==> src/rtl/hazard_ctrl.sv <==
// Interlock controller for a 5-stage pipeline without forwarding: tracks in-flight
// register writes, stalls dependent ID instructions and squashes wrong-path work on taken branches.
module hazard_ctrl (
   input  logic        clk,
   input  logic        rst_n,
   input  logic        id_valid,
   input  logic [4:0]  id_rs,
   input  logic [4:0]  id_rt,
   input  logic        id_uses_rs,
   input  logic        id_uses_rt,
   input  logic        id_regwr,
   input  logic [4:0]  id_rw,
   input  logic        ex_br_taken,
   output logic        pc_en,
   output logic        id_bubble,
   output logic        if_flush,
   output logic [1:0]  state,
   output logic [15:0] stall_cnt,
   output logic [15:0] flush_cnt
);

   localparam int unsigned REG_W    = 5;
   localparam int unsigned CNT_W    = 16;
   localparam int unsigned SB_DEPTH = 3;

   typedef enum logic [1:0] {
      RUN   = 2'b00,
      STALL = 2'b01,
      FLUSH = 2'b10
   } state_t;

   state_t                          state_q, state_d;
   logic [SB_DEPTH-1:0]             sb_v;
   logic [SB_DEPTH-1:0][REG_W-1:0]  sb_rw;
   logic                            rs_hit, rt_hit;
   logic                            hazard, squash, issue;

   // Compare both sources against every valid in-flight destination (EX, MEM, WR)
   always_comb begin
      rs_hit = 1'b0;
      rt_hit = 1'b0;
      for (int i = 0; i < SB_DEPTH; i++) begin
         if (sb_v[i] && (sb_rw[i] == id_rs)) rs_hit = 1'b1;
         if (sb_v[i] && (sb_rw[i] == id_rt)) rt_hit = 1'b1;
      end
   end

   assign hazard = id_valid &
                   ((id_uses_rs & (id_rs != REG_W'(0)) & rs_hit) |
                    (id_uses_rt & (id_rt != REG_W'(0)) & rt_hit));
   assign squash = ex_br_taken | (state_q == FLUSH);
   assign issue  = id_valid & ~hazard & ~squash;

   // State register
   always_ff @(posedge clk) begin
      if (!rst_n) state_q <= RUN;
      else        state_q <= state_d;
   end

   // Next state and pipeline control; a squash always overrides a stall
   always_comb begin
      state_d   = state_q;
      pc_en     = 1'b1;
      id_bubble = 1'b0;
      if_flush  = 1'b0;

      pc_en     = ~(hazard & ~squash);
      id_bubble = hazard | squash | ~id_valid;
      if_flush  = squash;

      unique case (state_q)
         RUN, STALL, FLUSH: begin
            if (ex_br_taken) state_d = FLUSH;
            else if (hazard) state_d = STALL;
            else             state_d = RUN;
         end
         default: state_d = RUN;
      endcase
   end

   assign state = 2'(state_q);

   // Scoreboard shifts every cycle; register 0 never gets an entry
   always_ff @(posedge clk) begin
      if (!rst_n) begin
         sb_v  <= '0;
         sb_rw <= '0;
      end else begin
         sb_v[2]  <= sb_v[1];
         sb_rw[2] <= sb_rw[1];
         sb_v[1]  <= sb_v[0];
         sb_rw[1] <= sb_rw[0];
         if (issue) begin
            sb_v[0]  <= id_regwr & (id_rw != REG_W'(0));
            sb_rw[0] <= id_rw;
         end else begin
            sb_v[0]  <= 1'b0;
            sb_rw[0] <= REG_W'(0);
         end
      end
   end

   // Saturating event counters
   always_ff @(posedge clk) begin
      if (!rst_n) begin
         stall_cnt <= '0;
         flush_cnt <= '0;
      end else begin
         if (hazard && !squash && (stall_cnt != {CNT_W{1'b1}}))
            stall_cnt <= stall_cnt + CNT_W'(1);
         if (ex_br_taken && (flush_cnt != {CNT_W{1'b1}}))
            flush_cnt <= flush_cnt + CNT_W'(1);
      end
   end

endmodule

==> config.mk <==
export PLATFORM = sky130hd
export DESIGN_NAME = hazard_ctrl
export DESIGN_NICKNAME = d
export VERILOG_FILES = /design/src/rtl/hazard_ctrl.sv
export SDC_FILE = /design/constraint.sdc
export NUM_CORES = 1
export LEC_CHECK = 0
export CAP_MARGIN = 20
export CELL_PAD_IN_SITES_DETAIL_PLACEMENT = 1
export CELL_PAD_IN_SITES_GLOBAL_PLACEMENT = 2
export CORE_ASPECT_RATIO = 0.8
export CORE_MARGIN = 2
export CORE_UTILIZATION = 29
export DETAILED_ROUTE_END_ITERATION = 6
export PLACE_DENSITY_LB_ADDON = 0.2
export SETUP_SLACK_MARGIN = 0.15
export SYNTH_ARGS = -nofsm -noshare
export SYNTH_HDL_FRONTEND = slang
export SYNTH_SLANG_ARGS = --single-unit
==> constraint.sdc <==
create_clock -name clk -period 2.82 [get_ports clk]
set_input_delay 0.705 -clock clk [delete_from_list [all_inputs] [get_ports clk]]
set_output_delay 0.705 -clock clk [all_outputs]
set_load 0.05 [all_outputs]
## After elaboration in Yosys (flattened, before gate mapping)

Index checks and enable logic that the tools add are counted.

- Add/subtract/negate cells: 2
- Equality and inequality tests: 10
- Mux-type cells: 8
- Bitwise operators: 19
- Reductions and logical operators: 18

Operators by type and width:

| kind | number |
|---|---|
| $add 16x1->16 const B | 2 |
| $ne 16x16->1 const B | 2 |
| $eq 5x5->1 | 6 |
| $reduce_bool 5->1 | 3 |
| $and 1x1->1 | 9 |
| $logic_and 1x1->1 | 9 |
| $mux 1 | 7 |
| $not 1->1 | 6 |
| $reduce_or 3->1 | 2 |
| $or 1x1->1 | 4 |
| $reduce_and 2->1 | 2 |
| $eq 2x1->1 const B | 1 |
| $eq 2x2->1 const B | 1 |
| $logic_not 2->1 | 1 |
| $mux 2 | 1 |
| $logic_not 1->1 | 1 |

- Register bits after elaboration: 52
- Input bits: 22
- Output and inout bits: 37
- Word-level logic and storage cells: 66

## Logic depth before layout (Yosys ltp)

- Depth in word-level cells: 12
- Mapped depth: 9
- Depth with buffers taken out: 8

## Worst setup path after synthesis

OpenSTA, ideal clock, no wires.

- Path kind: input port to output port
- Start: input port id_rs[0]
- End: output port id_bubble
- Data arrival time: 2.121 ns
- Path slack: -0.006 ns
- Stages on the path: 4
- Buffers on the path: 0
- Cell sequence: or4_1 o21ai_1 o22a_1 nand3_1

- Longest elaborated chain between the ends: 10
- Elaborated cells between the ends (all ways): 16
- Classes of those cells: 3 x eq/ne; 3 x mux; 6 x bitwise; 4 x reduce/logical

Ends and longest elaborated chain:

| item | line | text |
|---|---|---|
| from (decl) | 7 | `input logic [4:0] id_rs,` |
| $eq 5x5->1 | 43 | `if (sb_v[i] && (sb_rw[i] == id_rs)) rs_hit = 1'b1;` |
| $logic_and 1x1->1 | 43 |  |
| $mux 1 (3 in a row) | 43 |  |
| $and 1x1->1 (*) | 49 | `((id_uses_rs & (id_rs != REG_W'(0)) & rs_hit) \|` |
| $or 1x1->1 (*) | 49 |  |
| $and 1x1->1 (*) | 48 | `assign hazard = id_valid &` |
| $or 1x1->1 (*) (2 in a row) | 68 | `id_bubble = hazard \| squash \| ~id_valid;` |
| to (decl) | 15 | `output logic id_bubble,` |

Every way passes the cells marked *; elsewhere a longest branch is shown, timed or not.

## Worst setup path in the final report

- Start: input port id_rs[1]
- End: output port pc_en

- Longest elaborated chain between the ends: 10
- Elaborated cells between the ends (all ways): 16
- Classes of those cells: 3 x eq/ne; 3 x mux; 6 x bitwise; 4 x reduce/logical

Ends and longest elaborated chain:

| item | line | text |
|---|---|---|
| $eq 5x5->1 | 43 |  |
| $logic_and 1x1->1 | 43 |  |
| $mux 1 (3 in a row) | 43 |  |
| $and 1x1->1 (*) | 49 |  |
| $or 1x1->1 (*) | 49 |  |
| $and 1x1->1 (*) | 48 |  |
| $and 1x1->1 (*) | 67 | `pc_en = ~(hazard & ~squash);` |
| $not 1->1 (*) | 67 |  |
| to (decl) | 14 | `output logic pc_en,` |

Marked as above.

==> summary.md <==
| Metric | Value |
|---|---|
| Port-buffer cells | `58` |
| P_sw | `0.0003344 W` |
| Pleak | `1.348 nW` |
| Mapped cell area | `2482 sq um` |
| Ys Warns | `0` |
| Clk_skew | `0.008007 ns` |
| Synth cell count leaders | `dfxtp_1, xor2_1, nor2_1, nand3_1, and2_1` |
| Share of cells above drive strength 1 | `19.44%` |
| Final-stage net count | `378` |
| CP Max Fanout | `3` |
| WL final | `7074 microns` |
| Setup Viol. Count Final | `0` |
| Avg WL per Cell | `15.15 microns` |
| Final Hold Fails | `0` |
| Core area | `8408 sq um` |
| DR vias | `2207` |
| RSZ-0062 raised after global routing | `yes` |
| WP data arrival | `2.07 ns` |
| Unique masters post-synth | `42` |
| GRT Util Overall | `15.60%` |
| Critical path endpoint category | `output pin` |
| CTS sink count | `52` |
| Cts bufs inserted | `5` |
| Mapped Cells | `272` |
| Placement Setup Slack | `-0.5716 ns` |
| Root Buffer | `clkbuf_8` |
| Ys flop type | `dfxtp_1` |
| Gate power share | `12.3%` |
| Internal | `0.001024 W` |
| Count leader, synth | `dfxtp_1` |
| Ports | `59` |
| Die Width | `107.4 microns` |
| Drt initial violations | `75` |
| Syn nets | `296` |
| Status | `completed` |
| Grt total ovfl | `0` |
| Clock power frac | `32.4%` |
| Async set-reset flop share out of synthesis | `0%` |
| Vias in the first global route | `2308` |
| Sequential share of the synthesized area | `41.94%` |
| Reg2Reg Setup Slack | `0.38 ns` |
| Rows | `30` |
| Clock-pin slew on the worst setup and hold paths | `0.09 ns` |
| HP Class | `register to register` |
| Post-layout minimum cycle time | `2.775 ns` |
| Critical path type | `input pin to output pin` |
| Largest net degree at the start of global routing | `19` |
| Initial Util | `29.52%` |
| Peak Freq | `360.3 MHz` |
| Post-DP HPWL | `5260 microns` |
| Final Wtd Congestion | `0.8359` |
| Final period utilization | `98.41%` |
| Worst setup margin | `0.04491 ns` |
| Clock Path Buffers | `2` |
| H-tree levels | `2` |
| Required time worst endpoint | `2.12 ns` |
| Total of max-cap violations | `0` |
| Power per cell area | `374.6 nW/um^2` |
| Final Cell Area | `3627 sq um` |
| First-pass GRT wire length | `11480 microns` |
| Worst vdd ir | `175.6 uV` |
| Clock latency on the worst-skew pair | `0.30 ns` |
| Flop pwr share | `55.3%` |
| # DRC | `0` |
| Ant. Diodes | `0` |
| Post-synth EDFFs | `0` |
| Routed vias/inst | `4.726` |
| Sw Ratio | `24.61%` |
| Slew @ Worst Pin | `0.5360 ns` |
| Register area | `1042 sq um` |
| Final Non-Filler Cells | `467` |
| Final-report max-slew violation count | `0` |
| Routed Antenna Nets | `0` |
| Initial antenna violation count | `0` |
| CTS tree | `yes` |
| Critical path launch point type | `input pin` |
| Area grow syn2layout | `46.12%` |
| Layout fillers | `999` |
| TNS Setup | `0 ns` |
| Synthesized area per cell | `9.126 sq um` |
| Multi-input logic area | `1530 sq um` |
| Vert. Die Dim | `86.75 microns` |
| Die ar. | `9320 sq um` |
| Dpl cell area | `3348 sq um` |
| Synthesized flop and latch total | `52` |
| Yosys top cell area share | `41.94%` |
| First-pass DRT Iterations | `4` |
| # placed instances | `454` |
| Total Power | `0.001359 W` |
| Slew HR | `64.15%` |
| Top cells by area, synth | `dfxtp_1, xor2_1, nand3_1` |
| Yosys top cell by area | `dfxtp_1` |
[power groups by stage]
stage	combinational, W	sequential (W)	clock, W
global route	0.000179	0.000753	0.000501
global placement	0.000149	0.000768	0
finish	0.000167	0.000752	0.000440
floorplan	0.0000549	0.000779	0
detailed placement	0.000150	0.000768	0
CTS	0.000155	0.000751	0.000466
[stage by stage]
| step | hold slack [ns] | utilization, % |
|---|---|---|
| 4_1_cts | 0.5093 | 41.44 |
| 5_1_grt | 0.5302 | 43.14 |
| 3_5_place_dp | 0.4958 | 39.82 |
| 6_report | 0.5096 | 43.14 |
| 3_3_place_gp | 0.4929 | 39.82 |
| 2_1_floorplan | 0.4519 | - |
[layer usage]
layer | share of wire (%) | routed length (microns) | track usage, %
met1 | 50 | 3532 | 22.59
met2 | 46 | 3268 | 23.76
met3 | 2.8 | 197 | 2.782
met4 | 1.1 | 75 | 4.545
met5 | 0 | 0 | 0
[cell usage in the layout, fill, tap and decap left out, types with 8 or more instances in the layout]
cell and count:
dfxtp_1 51, nand2_1 13, xnor2_1 11, nand3_1 25
buf_6 8, buf_4 23, clkdlybuf4s50_1 45, nor2_1 29
xor2_1 32, and2_1 17
[registers in the layout, indices dropped and copies added, names as in the netlist]
signal     count
sb_v           3
state          2
stall_cnt     16
sb_rw         15
flush_cnt     16
[critical path: stages]
cell and delay (ns):
buf_6 0.11, xor2_4 0.15, nor4_2 0.29, nand3_1 0.12, and3_4 0.21, o32a_4 0.33
buf_12 0.15
[final timing paths]
kind	from	cells after the start	to
worst max register to register	sb_rw[6]$_SDFF_PN0_	11	stall_cnt[3]$_SDFFE_PN0P_
worst min-delay path	stall_cnt[6]$_SDFFE_PN0P_	2	stall_cnt[6]$_SDFFE_PN0P_
worst max-delay path	id_rs[1]	7	pc_en
worst min register to register	stall_cnt[6]$_SDFFE_PN0P_	2	stall_cnt[6]$_SDFFE_PN0P_
[final cells by class]
class / instances / area share, %
multi-input cells: 210 / 42.19
flip-flops and latches: 52 / 28.73
repair buffers: 82 / 22.42
well taps: 112 / 3.863
clock buffers: 8 / 2.484
inverters: 3 / 0.3105
[kinds of logic after synthesis]
group / count (synthesis) / share of synthesized area [%]
AOI/OAI and AO/OA: 26 / 7.964
DFF: 52 / 41.94
and+or+nand+nor: 130 / 29.03
xor gates and xnor gates: 49 / 17.29
muxes: 3 / 1.210
buffers and inverters: 10 / 1.562
adders and majority gates: 2 / 1.008
[repair_timing]
action / 4_1_cts / 5_1_grt
hold buffers: 0 / 0
gates resized for setup: 57 / 31
buffers inserted: 2 / 3
hold endpoints to repair: 0 / 0
setup endpoints to repair: 16 / 6
pin swaps: 19 / 20
Note: power is estimated with default switching activity, not from simulation.
